$ cat config.mk
export PLATFORM = sky130hd
export DESIGN_NAME = match_cnt_param_flat
export DESIGN_NICKNAME = d
export VERILOG_FILES = /design/src/rtl/match_cnt_param_if.sv /design/src/rtl/match_cnt_param.sv /design/src/flat_wrapper.sv
export SDC_FILE = /design/constraint.sdc
export NUM_CORES = 1
export LEC_CHECK = 0
export ABC_CLOCK_PERIOD_IN_PS = 6200
export BUFFER_PORTS_ARGS = -buffer_cell sky130_fd_sc_hd__buf_2
export CORE_MARGIN = 2
export CORE_UTILIZATION = 35
export CTS_CLUSTER_DIAMETER = 150
export DETAILED_ROUTE_END_ITERATION = 8
export PLACE_DENSITY = 0.61
export SLEW_MARGIN = 10
export SYNTH_ARGS = -nofsm -noshare
export SYNTH_HDL_FRONTEND = slang
export SYNTH_SLANG_ARGS = --single-unit
$ cat constraint.sdc
create_clock -name clk_i -period 6.2 [get_ports clk_i]
set_clock_uncertainty 0.15 [all_clocks]
set_input_delay 0.62 -clock clk_i [delete_from_list [all_inputs] [get_ports clk_i]]
set_output_delay 0.62 -clock clk_i [all_outputs]
set_load 0.01 [all_outputs]
$ cat src/rtl/match_cnt_param_if.sv
// rtl/match_cnt_param_if.sv - control/data/status bundle for match_cnt_param.
interface match_cnt_param_if #(
  parameter int HALF_W = 2,
  parameter int CNT_W  = 8
);
  logic                  start_i;
  logic                  stop_i;
  logic                  clr_i;
  logic [1:0]            mode_i;
  logic [CNT_W-1:0]      thresh_i;
  logic [2*HALF_W-1:0]   in1;
  logic                  match_o;
  logic [CNT_W-1:0]      equal_cnt;
  logic                  busy_o;
  logic                  done_o;
  logic                  hit_o;
  logic                  ovf_o;
  logic [CNT_W-1:0]      run_len_o;
  logic [CNT_W-1:0]      max_run_o;

  modport master (
    output start_i, stop_i, clr_i, mode_i, thresh_i, in1,
    input  match_o, equal_cnt, busy_o, done_o, hit_o, ovf_o, run_len_o, max_run_o
  );

  modport slave (
    input  start_i, stop_i, clr_i, mode_i, thresh_i, in1,
    output match_o, equal_cnt, busy_o, done_o, hit_o, ovf_o, run_len_o, max_run_o
  );
endinterface

$ cat src/rtl/match_cnt_param.sv
// rtl/match_cnt_param.sv - half-compare match counter with threshold/done and overflow.
// Optional run-length statistics enabled by MATCH_CNT_RUNLEN_EN.
module match_cnt_param #(
  parameter int HALF_W   = 2,
  parameter int CNT_W    = 8,
  parameter int SATURATE = 0
) (
  input logic              clk_i,
  input logic              rst_ni,
  match_cnt_param_if.slave bus
);
  typedef enum logic [1:0] {S_IDLE, S_COUNT, S_DONE} state_t;

  localparam bit SAT = (SATURATE != 0);

  state_t           r_state;
  logic [CNT_W-1:0] r_cnt;
  logic             r_hit;
  logic             r_ovf;

  logic [HALF_W-1:0] w_hi;
  logic [HALF_W-1:0] w_lo;
  logic              w_match;
  logic              w_cnt_max;
  logic [CNT_W-1:0]  w_cnt_inc;
  logic [CNT_W-1:0]  w_cnt_next;
  logic              w_thresh_hit;

  assign w_hi = bus.in1[2*HALF_W-1:HALF_W];
  assign w_lo = bus.in1[HALF_W-1:0];

  always_comb begin
    w_match = 1'b0;
    case (bus.mode_i)
      2'b00:   w_match = (w_hi == w_lo);
      2'b01:   w_match = (w_hi >  w_lo);
      2'b10:   w_match = (w_hi <  w_lo);
      default: w_match = (w_hi != w_lo);
    endcase
  end

  assign w_cnt_max  = &r_cnt;
  assign w_cnt_inc  = r_cnt + CNT_W'(1);
  assign w_cnt_next = (w_cnt_max && SAT) ? r_cnt : w_cnt_inc;
  // A saturated counter that does not move cannot re-fire the threshold.
  assign w_thresh_hit = w_match && (bus.thresh_i != '0) && !(w_cnt_max && SAT)
                        && (w_cnt_inc == bus.thresh_i);

`ifdef MATCH_CNT_RUNLEN_EN
  logic [CNT_W-1:0] r_run;
  logic [CNT_W-1:0] r_max;
  logic [CNT_W-1:0] w_run_next;
  logic [CNT_W-1:0] w_max_next;

  assign w_run_next = w_match ? ((&r_run) ? r_run : r_run + CNT_W'(1)) : '0;
  assign w_max_next = (w_run_next > r_max) ? w_run_next : r_max;
`endif

  always_ff @(posedge clk_i) begin
    if (!rst_ni) begin
      r_state <= S_IDLE;
      r_cnt   <= '0;
      r_hit   <= 1'b0;
      r_ovf   <= 1'b0;
`ifdef MATCH_CNT_RUNLEN_EN
      r_run   <= '0;
      r_max   <= '0;
`endif
    end else begin
      r_hit <= 1'b0;
      if (bus.clr_i) begin
        r_state <= S_IDLE;
        r_cnt   <= '0;
        r_ovf   <= 1'b0;
`ifdef MATCH_CNT_RUNLEN_EN
        r_run   <= '0;
        r_max   <= '0;
`endif
      end else if (bus.stop_i) begin
        r_state <= S_IDLE;
      end else if (bus.start_i) begin
        // Restart from DONE begins a fresh measurement; resume from IDLE keeps totals.
        if (r_state == S_DONE) begin
          r_cnt <= '0;
          r_ovf <= 1'b0;
`ifdef MATCH_CNT_RUNLEN_EN
          r_run <= '0;
`endif
        end
        r_state <= S_COUNT;
      end else if (r_state == S_COUNT) begin
        if (w_match) begin
          r_cnt <= w_cnt_next;
          if (w_cnt_max) r_ovf <= 1'b1;
          if (w_thresh_hit) begin
            r_state <= S_DONE;
            r_hit   <= 1'b1;
          end
        end
`ifdef MATCH_CNT_RUNLEN_EN
        r_run <= w_run_next;
        r_max <= w_max_next;
`endif
      end
    end
  end

  assign bus.match_o   = w_match;
  assign bus.equal_cnt = r_cnt;
  assign bus.busy_o    = (r_state == S_COUNT);
  assign bus.done_o    = (r_state == S_DONE);
  assign bus.hit_o     = r_hit;
  assign bus.ovf_o     = r_ovf;
`ifdef MATCH_CNT_RUNLEN_EN
  assign bus.run_len_o = r_run;
  assign bus.max_run_o = r_max;
`else
  assign bus.run_len_o = '0;
  assign bus.max_run_o = '0;
`endif
endmodule

$ cat src/flat_wrapper.sv
// flat-port wrapper written by rule: the top's interface ports become plain ports
module match_cnt_param_flat 
#(
  parameter int HALF_W   = 2,
  parameter int CNT_W    = 8,
  parameter int SATURATE = 0
)
  (clk_i, rst_ni, bus_start_i, bus_stop_i, bus_clr_i, bus_mode_i, bus_thresh_i, bus_in1, bus_match_o, bus_equal_cnt, bus_busy_o, bus_done_o, bus_hit_o, bus_ovf_o, bus_run_len_o, bus_max_run_o);
  match_cnt_param_if #(.HALF_W(HALF_W), .CNT_W(CNT_W)) bus_i ();
  input logic clk_i;
  input logic rst_ni;
  input wire logic [$bits(bus_i.start_i)-1:0] bus_start_i;
  input wire logic [$bits(bus_i.stop_i)-1:0] bus_stop_i;
  input wire logic [$bits(bus_i.clr_i)-1:0] bus_clr_i;
  input wire logic [$bits(bus_i.mode_i)-1:0] bus_mode_i;
  input wire logic [$bits(bus_i.thresh_i)-1:0] bus_thresh_i;
  input wire logic [$bits(bus_i.in1)-1:0] bus_in1;
  output wire logic [$bits(bus_i.match_o)-1:0] bus_match_o;
  output wire logic [$bits(bus_i.equal_cnt)-1:0] bus_equal_cnt;
  output wire logic [$bits(bus_i.busy_o)-1:0] bus_busy_o;
  output wire logic [$bits(bus_i.done_o)-1:0] bus_done_o;
  output wire logic [$bits(bus_i.hit_o)-1:0] bus_hit_o;
  output wire logic [$bits(bus_i.ovf_o)-1:0] bus_ovf_o;
  output wire logic [$bits(bus_i.run_len_o)-1:0] bus_run_len_o;
  output wire logic [$bits(bus_i.max_run_o)-1:0] bus_max_run_o;
  assign bus_i.start_i = bus_start_i;
  assign bus_i.stop_i = bus_stop_i;
  assign bus_i.clr_i = bus_clr_i;
  assign bus_i.mode_i = bus_mode_i;
  assign bus_i.thresh_i = bus_thresh_i;
  assign bus_i.in1 = bus_in1;
  assign bus_match_o = bus_i.match_o;
  assign bus_equal_cnt = bus_i.equal_cnt;
  assign bus_busy_o = bus_i.busy_o;
  assign bus_done_o = bus_i.done_o;
  assign bus_hit_o = bus_i.hit_o;
  assign bus_ovf_o = bus_i.ovf_o;
  assign bus_run_len_o = bus_i.run_len_o;
  assign bus_max_run_o = bus_i.max_run_o;
  match_cnt_param #(.HALF_W(HALF_W), .CNT_W(CNT_W), .SATURATE(SATURATE)) u_core (.clk_i(clk_i), .rst_ni(rst_ni), .bus(bus_i));
endmodule
## Word-level counts from Yosys, hierarchy flattened

Cells that the tools add are included.

| storage, ports and cells | value |
|---|---|
| register bits after elaboration | 12 |
| bits of input ports | 19 |
| output and inout port bits | 29 |
| word-level logic and storage cells | 52 |

| cells by class | value |
|---|---|
| $add $sub $neg | 1 |
| order comparisons | 2 |
| eq/ne operators | 8 |
| mux-type cells | 15 |
| bitwise logic cells | 4 |
| reduce and logical (&&, ||, !) cells | 17 |

Operators by type and width:

| kind | number |
|---|---|
| $mux W8 | 4 |
| $mux W1 | 10 |
| $add A8 B1 Y8 const B | 1 |
| $eq A8 B8 Y1 | 1 |
| $reduce_and A8 Y1 | 1 |
| $reduce_bool A2 Y1 | 4 |
| $reduce_bool A8 Y1 | 1 |
| $reduce_and A3 Y1 | 2 |
| $reduce_or A6 Y1 | 1 |
| $reduce_and A5 Y1 | 1 |
| $eq A2 B1 Y1 const B | 2 |
| $eq A2 B2 Y1 const B | 2 |
| $not A1 Y1 | 4 |
| $reduce_and A4 Y1 | 1 |
| $reduce_or A4 Y1 | 1 |
| $pmux W1 S3 | 1 |
| $reduce_or A3 Y1 | 1 |
| $eq A2 B2 Y1 | 1 |
| $gt A2 B2 Y1 | 1 |
| $logic_and A1 B1 Y1 | 2 |
| $logic_not A2 Y1 | 1 |
| $lt A2 B2 Y1 | 1 |
| $ne A2 B1 Y1 const B | 1 |
| $ne A2 B2 Y1 | 1 |
| $reduce_or A2 Y1 | 1 |

## Longest topological paths before layout

Gate-level depths: netlist of the first run.

| depth | value |
|---|---|
| depth in word-level cells | 8 |
| mapped depth | 9 |

## Least setup slack after synthesis of the first run

No wires, ideal clock.

| timing path | value |
|---|---|
| path kind | input to register |
| start | in bus_in1[2] |
| end | reg u_core.r_cnt[2] (netlist: u_core.bus.equal_cnt[2]) |
| arrival | 1.957 ns |
| required time | 5.928 ns |
| slack | 3.971 ns |
| cell stages on the path | 8 |
| buffers on the path | 1 |
| cells stage by stage | inv_1 ha_1 nor3b_1 o21ai_1 a21oi_2 nor2b_1 clkbuf_1 a221o_1 |

| between the ends | value |
|---|---|
| word-level cells in the longest chain between the ends | 4 |
| elaborated cells on any way between the ends | 7 |
| those cells by class | order compare: 2; eq/ne: 2; mux: 1; reduce/logical: 2 |

Ends and longest elaborated chain:

| element | line | source |
|---|---|---|
| start, declared | flat_wrapper.sv:17 | `input wire logic [$bits(bus_i.in1)-1:0] bus_in1;` |
| $lt A2 B2 Y1, or another cell as far along | match_cnt_param.sv:37 | `2'b10: w_match = (w_hi < w_lo);` |
| $pmux W1 S3 * | match_cnt_param.sv:34 | `case (bus.mode_i)` |
| $reduce_bool A2 Y1 (no source line) * | -- |  |
| $reduce_and A4 Y1 (no source line) * | -- |  |
| end signal, assigned | match_cnt_param.sv:93 | `r_cnt <= w_cnt_next;` |
| end, declared | match_cnt_param.sv:17 | `logic [CNT_W-1:0] r_cnt;` |

Every way passes the cells marked *; elsewhere a longest branch is shown, timed or not.
A chain may end at the register's enable or synchronous reset.

## Final worst setup path of the first run

| timing path | value |
|---|---|
| start | in bus_in1[0] |
| end | out bus_match_o |

| between the ends | value |
|---|---|
| word-level cells in the longest chain between the ends | 2 |
| elaborated cells on any way between the ends | 5 |
| those cells by class | order compare: 2; eq/ne: 2; mux: 1 |

Ends and longest elaborated chain:

| element | line | source |
|---|---|---|
| $lt A2 B2 Y1, or another cell as far along | match_cnt_param.sv:37 |  |
| $pmux W1 S3 * | match_cnt_param.sv:34 |  |
| end, declared | flat_wrapper.sv:18 | `output wire logic [$bits(bus_i.match_o)-1:0] bus_match_o;` |

Marked as above.

==> metrics, run 1 <==
first-pass GRT wire length=3460 um; GRT Total Usage=13.4%; pin count of the biggest net entering global routing=12; Mapped Avg Cell Area=8.26 um^2; fin crit share=40.3%; CTS root buf=clkbuf_4; Total Wirelength=2200 um; H-Tree Depth=1; Initial Util=37.1%; Ports=48; WHS=387 ps; Simple-Gate Fraction of Synth Area=28.2%; max_cap viols=0; top cells by count, synth=buf_4, dfxtp_1, nand2_1, nor2_1, xnor2_1; placed wire-length estimate=1760 um; Hold-fix buffers, CTS=0; Clock Tree Buf Depth=2; drt via density=4.97; Hold Vio Cnt, Final=0; post-cts resize count=0; count leader, synth=buf_4; Antenna Nets Post-Route=0; area fraction in compound gates after synthesis=16.2%; Mapped Cells=125; P&R area growth vs syn=12.4%; Slew headroom=56.0%; met1 Usage GRT=16.9%; Post-Synth XOR/XNOR Area=11.8%; postcts setup bufs=0; GRT busiest layer=met2; largest family of logic cells by synthesized area=simple AND/OR/NAND/NOR gates; diodes inserted=0; Mapped Area=1030 um^2; router iterations before antenna repair=4; number of antenna violations at the first check in global routing=0; chip height=58.3 um; post-route minimum period=2500 ps; via count=919; Num CTS Buffers=3; cell area power density=136 nW/um^2; mux cell area share after synthesis=0.970%; Leak=0.571 nW; placed instance area=1140 um^2; Unique masters post-synth=45; Post-route DRC=0; worst vdd rail ir drop=0.0957 mV; total core area=2780 um^2; final setup TNS=0 ps; grt ovf=0; die footprint=3400 um^2; dominant synthesized flop cell=dfxtp_1; Critical Path Start Type=input port; number of flops mapped to enable cells by yosys=0; critical-path maximum fanout=4; cell taking the most area after synthesis=dfxtp_1; Seq/Total Area, Yosys=23.3%; crit path kind=input port to primary output; clk sinks=12; Critical Path RT=5430 ps; final layout net count=178; Horiz. Die Dim=58.3 um; GP Congestion=0.861; Post-Synth Adder-Cell Area=3.64%; grt met3 use=3.08%; Final Instance Area=1160 um^2; M2 GR Usage=20.9%; Warnings, synthesis=0; max frequency=0.401 GHz; vias in the first global route=784; drt wl/cell=11.9 um; clock latency on the worst-skew pair=280 ps; row count=19; status=completed; 1st-iter DRT viols=20; TritonCTS clock tree=built; fraction of registers with async set/reset=0%; Yosys reg bits=12; RSZ-0062 raised after global routing=no; layout cells sized above 1=27.3%; Slew Viols, Final=0; Final Setup Violations=0; Arr. time, crit path=1730 ps; worst slew pin tran=660 ps; Worst-path clk slew=80 ps; Yosys top cell area share=23.3%; endpoint class of the critical path=primary output; Hold Path Class=register to register; Port Buffer Count=31; ranking of synthesized cells by area=dfxtp_1, buf_4, xnor2_1, xor2_1, ha_1
[stage by stage]
stage / total power, mW / setup WS, ps / std cells / util [%]
after detailed placement: 0.110 / 3640 / 182 / 40.9
final: 0.157 / 3700 / 185 / 41.7
after global routing: 0.167 / 3570 / 185 / 41.7
after global placement: 0.109 / 3730 / 182 / 40.9
after CTS: 0.158 / 3720 / 185 / 41.7
after floorplan: 0.106 / 3970 / 140 / -
[worst max-delay path, stage by stage]
cell      delay [ps]
buf_2            100
ha_1             310
nand2b_1          80
a21oi_1           40
o21ai_1          230
nand2_1          170
buf_2            180
[cell usage in the layout, fill, tap and decap left out, types with 2 or more instances in the layout]
cell type / n
a21bo_2: 2
a21oi_1: 3
a221o_1: 3
and2_1: 2
and2b_1: 2
and3_1: 4
buf_2: 31
clkbuf_4: 3
conb_1: 16
dfxtp_1: 12
ha_1: 3
inv_1: 4
nand2_1: 8
nand2b_1: 2
nand3_1: 4
nor2_1: 8
nor2b_1: 4
nor3_1: 3
nor3b_1: 3
o21ai_0: 4
xnor2_1: 7
xor2_1: 5
[logic make-up (layout without fill, tap and decap cells)]
| family | after synthesis | after routing |
|---|---|---|
| and+or+nand+nor | 49 | 49 |
| other | 1 | 16 |
| AOI/OAI and AO/OA | 22 | 22 |
| xor gates and xnor gates | 13 | 13 |
| muxes | 1 | 1 |
| DFF | 12 | 12 |
| buffers and inverters | 24 | 38 |
| adders and majority gates | 3 | 3 |
[flip-flops by register name, summed over array words and instances, names as in the netlist]
signal                count
u_core.bus.ovf_o          1
u_core.bus.equal_cnt      8
u_core.bus.hit_o          1
u_core.r_state            2
[final timing paths]
| path | startpoint | end | slack [ps] | depth (start not counted) |
|---|---|---|---|---|
| worst max-delay path | bus_in1[0] | bus_match_o | 3700 | 7 |
| worst min-delay path | u_core.r_state[1]$_SDFFE_PP0P_ | u_core.r_state[0]$_SDFFE_PP0P_ | 390 | 1 |
| worst max register to register | u_core.bus.equal_cnt[0]$_SDFFE_PP0P_ | u_core.r_state[0]$_SDFFE_PP0P_ | 3920 | 7 |
| worst min register to register | u_core.r_state[1]$_SDFFE_PP0P_ | u_core.r_state[0]$_SDFFE_PP0P_ | 390 | 1 |
[area by class of cell]
| cell class | instances | area (um^2) |
|---|---|---|
| Fill cell | 292 | 1620 |
| Multi-Input combinational cell | 104 | 688 |
| Sequential cell | 12 | 240 |
| Timing Repair Buffer | 31 | 155 |
| Tap cell | 31 | 38.8 |
| Clock buffer | 3 | 22.5 |
| Inverter | 4 | 15.0 |
[power by group]
part           total, mW  switching (mW)  internal [mW]
Combinational     0.0306          0.0184         0.0122
Sequential        0.0774        0.000198         0.0772
Clock             0.0494          0.0269         0.0225
Total              0.157          0.0455          0.112
[metal layers]
layer	share of wire (%)	wire length, um
met3	6.8	149
met2	46	1000
met1	45	989
met4	2.7	59
met5	0	0
Note: power is estimated with default switching activity, not from simulation.
==> inputs of run 2 (changes only) <==
--- a/config.mk
+++ b/config.mk
@@ -5,7 +5,7 @@
 export SDC_FILE = /design/constraint.sdc
 export NUM_CORES = 1
 export LEC_CHECK = 0
-export ABC_CLOCK_PERIOD_IN_PS = 6200
+export ABC_CLOCK_PERIOD_IN_PS = 2400
 export BUFFER_PORTS_ARGS = -buffer_cell sky130_fd_sc_hd__buf_2
 export CORE_MARGIN = 2
 export CORE_UTILIZATION = 35
==> constraint.sdc (replaced) <==
create_clock -name clk_i -period 2.4 [get_ports clk_i]
set_clock_uncertainty 0.15 [all_clocks]
set_input_delay 0.24 -clock clk_i [delete_from_list [all_inputs] [get_ports clk_i]]
set_output_delay 0.24 -clock clk_i [all_outputs]
set_load 0.01 [all_outputs]
==> metrics, run 2 (synthesized netlist as in run 1, its figures left out) <==
status=completed; cell-internal power=0.290 mW (+160%); die footprint=3400 um^2 (unchanged); Slew Viols, Final=0 (unchanged); most common cell after layout, fill and taps aside=buf_2; worst vdd rail ir drop=0.176 mV (+84%); Final Setup Violations=0 (unchanged); sw frac=28.5% (-0.46 points); 1st-iter DRT viols=21 (+5.0%); # fillers=282 (-3.4%); max_cap viols=0 (unchanged); Arr. time, crit path=2180 ps (+450 ps); grt ovf=0 (unchanged); CTS root buf=clkbuf_4; row count=19 (unchanged); Num CTS Buffers=3 (unchanged); final setup TNS=0 ps (unchanged); Clock Tree Buf Depth=2 (unchanged); layout cells sized above 1=29.0% (+1.8 points); diodes inserted=0 (unchanged); Hold Path Class=input port to register; vias in the first global route=824 (+5.1%); endpoint class of the critical path=register; Leak=0.573 nW (+0.44%); drt wl/cell=11.6 um (-2.4%); P&R area growth vs syn=13.5%; chip height=58.3 um (unchanged); Logic pwr share=20.1% (+0.7 points); critical-path maximum fanout=7 (+3); router iterations before antenna repair=4 (unchanged); pin count of the biggest net entering global routing=12 (unchanged); Clock power frac=30.6% (-0.8 points); Critical Path Start Type=register; drt via density=4.97 (about the same); max reg flops=8 (unchanged); final layout net count=179 (+0.56%); Initial Util=37.1% (unchanged); commonest non-fill, non-tap cells in the layout=buf_2, conb_1, dfxtp_1; max frequency=0.460 GHz; postcts setup bufs=0 (unchanged); fin crit share=90.5%; clock latency on the worst-skew pair=270 ps (about the same); worst slew pin tran=706 ps (+45.5 ps); post-route minimum period=2170 ps; Port Buffer Count=31 (unchanged); H-Tree Depth=1 (unchanged); Ports=48 (unchanged); GRT Total Usage=13.3% (-0.13 points); Horiz. Die Dim=58.3 um (unchanged); Hold Vio Cnt, Final=0 (unchanged); RSZ-0062 raised after global routing=no; first-pass GRT wire length=3500 um (+1.0%); Post-route DRC=0 (unchanged); Antenna Nets Post-Route=0 (unchanged); Total Power=0.405 mW (+160%); Sw Pwr=0.115 mW (+150%); TritonCTS clock tree=built; Worst-path clk slew=80 ps (about the same); Total Wirelength=2160 um (-1.9%); number of antenna violations at the first check in global routing=0 (unchanged); crit path kind=register to register; Slew headroom=52.9% (-3.0 points); final core occ=42.1% (+0.40 points); clk sinks=12 (unchanged); GP Congestion=0.808 (-6.2%); total core area=2780 um^2 (unchanged); placed wire-length estimate=1760 um (-0.30%); Critical Path RT=2410 ps (-3020 ps); via count=924 (+0.54%); Flop pwr share=49.3% (about the same); cell area power density=346 nW/um^2 (+150%)
==> run 2: cell types whose count changed in the layout (fill, tap and decap cells not counted), sizes merged <==
cell	previous run	this run
buf	31	32
==> run 2: final timing paths <==
check	startpoint	to	slack, ps	cells past startpoint
hold reg to reg	u_core.bus.ovf_o$_SDFFE_PP0P_	u_core.bus.ovf_o$_SDFFE_PP0P_	390	2
setup reg to reg	u_core.bus.equal_cnt[1]$_SDFFE_PP0P_	u_core.r_state[0]$_SDFFE_PP0P_	230	7
hold / removal	bus_start_i	u_core.r_state[1]$_SDFFE_PP0P_	60	2
setup / recovery	u_core.bus.equal_cnt[1]$_SDFFE_PP0P_	u_core.r_state[0]$_SDFFE_PP0P_	230	7
==> run 2: area by class of cell <==
| class | instances | area (um^2) | area share (%) |
|---|---|---|---|
| flip-flops and latches | 12 | 241 | 20.6 |
| inverters | 4 | 15.0 | 1.28 |
| multi-input cells | 104 | 691 | 59.0 |
| well taps | 31 | 38.8 | 3.31 |
| repair buffers | 32 | 163 | 13.9 |
| clock buffers | 3 | 22.5 | 1.92 |
==> run 2: worst max-delay path: stages, from the launching register on <==
cell and delay [ps]:
dfxtp_1 420, ha_2 290, xor2_1 90, o2111ai_1 170
o21ai_0 160, nor4_2 370, nand3_1 170, o31a_1 260
==> run 2: power by group through the flow <==
stage | combinational (mW) | clock (mW) | sequential, mW
3_5_place_dp | 0.0808 | 0 | 0.205
3_3_place_gp | 0.0783 | 0 | 0.205
4_1_cts | 0.0810 | 0.129 | 0.200
5_1_grt | 0.0896 | 0.135 | 0.200
2_1_floorplan | 0.0693 | 0 | 0.205
6_report | 0.0815 | 0.124 | 0.200
==> run 2: stage by stage <==
step	setup WS, ps	cells	hold WS, ps	area, um^2
3_5_place_dp	92.7	183	347	1140
6_report	228	186	61.7	1170
4_1_cts	73.5	186	53.4	1170
2_1_floorplan	355	140	166	1090
5_1_grt	72.1	186	77.6	1170
3_3_place_gp	112	183	334	1140
==> run 2: per-layer routing <==
layer	routed length, um	share of wire [%]	vias up	global-route usage, %
met5	0	0	-	0
met3	120	5.6	2	2.42
met1	994	46	422	17.2
met2	1020	47	28	20.9
li1	-	-	472	-
met4	27	1.3	0	6.98
==> run 2: repair_timing <==
action | 4_1_cts | 5_1_grt
hold buffers | 0 | 0
resized for setup | 0 | 2
endpoints found under the setup margin | 0 | 2
==> inputs of run 3 (changes only) <==
--- a/config.mk
+++ b/config.mk
@@ -8,10 +8,10 @@
 export ABC_CLOCK_PERIOD_IN_PS = 2400
 export BUFFER_PORTS_ARGS = -buffer_cell sky130_fd_sc_hd__buf_2
 export CORE_MARGIN = 2
-export CORE_UTILIZATION = 35
+export CORE_UTILIZATION = 40
 export CTS_CLUSTER_DIAMETER = 150
 export DETAILED_ROUTE_END_ITERATION = 8
-export PLACE_DENSITY = 0.61
+export PLACE_DENSITY = 0.68
 export SLEW_MARGIN = 10
 export SYNTH_ARGS = -nofsm -noshare
 export SYNTH_HDL_FRONTEND = slang
==> metrics, run 3 (synthesized netlist as in run 1, its figures left out) <==
status=completed; diodes inserted=0 (unchanged); Arr. time, crit path=2210 ps (+30 ps); Final Instance Area=1190 um^2 (+1.4%); max reg flops=8 (unchanged); critical-path maximum fanout=7 (unchanged); Critical R2R Capture=u_core.r_state[0]$_SDFFE_PP0P_; end of the critical path=u_core.r_state[0]$_SDFFE_PP0P_; pin count of the biggest net entering global routing=12 (unchanged); Leak=0.589 nW (+2.7%); max_cap viols=0 (unchanged); critical path depth in cells=7 (unchanged); grt ovf=0 (unchanged); first-pass GRT wire length=3130 um (-11%); commonest non-fill, non-tap cells in the layout=buf_2, conb_1, dfxtp_1; sw frac=26.3% (-2.1 points); setup slack, reg-to-reg=200 ps (-30 ps); Crit-path slowest cell=dfxtp_1; die footprint=3000 um^2 (-12%); GRT Total Usage=14.8% (+1.6 points); Horiz. Die Dim=54.8 um (-6.0%); endpoint class of the critical path=register; total core area=2450 um^2 (-12%); via count=919 (-0.54%); Slew headroom=55.2% (+2.2 points); TritonCTS clock tree=built; cell area power density=371 nW/um^2 (+7.1%); Post-route DRC=0 (unchanged); Port Buffer Count=31 (unchanged); clk sinks=12 (unchanged); drt wl/cell=11.4 um (-2.0%); placed wire-length estimate=1710 um (-2.3%); Critical Path RT=2420 ps (about the same); Sw Pwr=0.116 mW (+0.57%); crit path kind=register to register; Worst path top cell family by delay=compound AO/OA/AOI/OAI gates; Register-to-Register Path Depth=7 (unchanged); fin crit share=91.7% (+1.2 points); layout cells sized above 1=28.7% (-0.37 points); source of the worst register-to-register timing path=u_core.bus.equal_cnt[1]$_SDFFE_PP0P_; Hold-fix buffers, CTS=0 (unchanged); Total Wirelength=2130 um (-1.5%); Clock power frac=36.2% (+5.6 points); most common cell after layout, fill and taps aside=buf_2; post-cts resize count=0 (unchanged); GP Congestion=0.762 (-5.7%); CTS root buf=clkbuf_4; 1st-iter DRT viols=13 (-38%); Logic pwr share=18.4% (-1.7 points); worst vdd rail ir drop=0.346 mV (+97%); Antenna Nets Post-Route=0 (unchanged); Num CTS Buffers=3 (unchanged); P&R area growth vs syn=15.0%; vias in the first global route=771 (-6.4%); chip height=54.8 um (-6.0%); final layout net count=180 (+0.56%); start point of the critical path=u_core.bus.equal_cnt[1]$_SDFFE_PP0P_; placed instance area=1150 um^2 (+0.55%); Worst-path clk slew=80 ps (about the same); Flop pwr share=45.4% (-3.9 points); Final Setup Violations=0 (unchanged); Hold Vio Cnt, Final=0 (unchanged); router iterations before antenna repair=4 (unchanged); final setup TNS=0 ps (unchanged); Buffers & Inverters on Critical Path=0 (unchanged); RSZ-0062 raised after global routing=no; cell-internal power=0.324 mW (+12%); drt via density=4.91 (-1.1%); clock latency on the worst-skew pair=270 ps (about the same); critical path's largest stage delay=410 ps (about the same); H-Tree Depth=1 (unchanged); row count=18 (-1); Hold Path Class=input port to register; max frequency=0.455 GHz (-1.3%); Critical Path Start Type=register; Initial Util=42.0% (+4.9 points); number of antenna violations at the first check in global routing=0 (unchanged); Slew Viols, Final=0 (unchanged); Cell Chain, Critical Path=ha_1 -> xor2_1 -> o2111ai_1 -> o21ai_0 -> nor4_2 -> nand3_1 -> o31a_1; Ports=48 (unchanged); worst slew pin tran=672 ps (-33.4 ps); Clock Tree Buf Depth=2 (unchanged); postcts setup bufs=0 (unchanged); post-route minimum period=2200 ps (+27.8 ps)
run 3: changes by cell type in the layout (fill, tap and decap cells not counted), sizes merged:
cell / before / now
buf: 32 / 33
clkbuf: 3 / 4
run 3: power by group through the flow:
stage | Clock (mW) | Sequential, mW | Combinational, mW
finish | 0.159 | 0.200 | 0.0809
floorplan | 0 | 0.205 | 0.0693
CTS | 0.165 | 0.200 | 0.0808
global route | 0.180 | 0.200 | 0.0904
detailed placement | 0 | 0.205 | 0.0804
global placement | 0 | 0.205 | 0.0780
run 3: worst reg2reg max path: cells and delay by family, from the launching register on:
kind / cells / cell delay, ps
compound gates: 3 / 590
simple gates: 2 / 520
xor+xnor: 1 / 100
fa+ha+maj: 1 / 320
flops: 1 / 410
run 3: cell type report:
type,instances,area [um^2]
multi-input cells,104,688
well taps,30,37.5
repair buffers,33,170
flip-flops and latches,12,240
inverters,4,15.0
fillers,255,1270
clock buffers,4,36.3
run 3: stage by stage:
stage / util, % / instances / total power [mW] / setup slack [ps] / hold WS, ps
detailed placement: 46.9 / 183 / 0.285 / 206 / 348
global route: 48.4 / 187 / 0.471 / 99.0 / 46.5
CTS: 48.4 / 187 / 0.445 / 192 / 56.7
finish: 48.4 / 187 / 0.440 / 200 / 62.0
floorplan: - / 140 / 0.274 / 355 / 166
global placement: 46.9 / 183 / 0.283 / 228 / 331
run 3: how the worst min path moves through the flow:
stage | end | slack, ps | from | depth (start not counted)
after floorplan | u_core.r_state[1]$_SDFFE_PP0P_ | 170 | bus_start_i | 1
after global placement | u_core.r_state[1]$_SDFFE_PP0P_ | 330 | bus_start_i | 2
after detailed placement | u_core.r_state[1]$_SDFFE_PP0P_ | 350 | bus_start_i | 2
after CTS | u_core.r_state[1]$_SDFFE_PP0P_ | 60 | bus_start_i | 2
after global routing | u_core.r_state[1]$_SDFFE_PP0P_ | 50 | bus_start_i | 2
final | u_core.r_state[1]$_SDFFE_PP0P_ | 60 | bus_start_i | 2
run 3: layer usage:
metal  GRT usage [%]  vias to the layer above  part of all wire, %
met5               0                        -                    0
met4            2.50                        0                    0
met3            5.74                        0                  7.7
met2            27.0                       27                   48
met1            16.3                      420                   44
li1                -                      472                    -
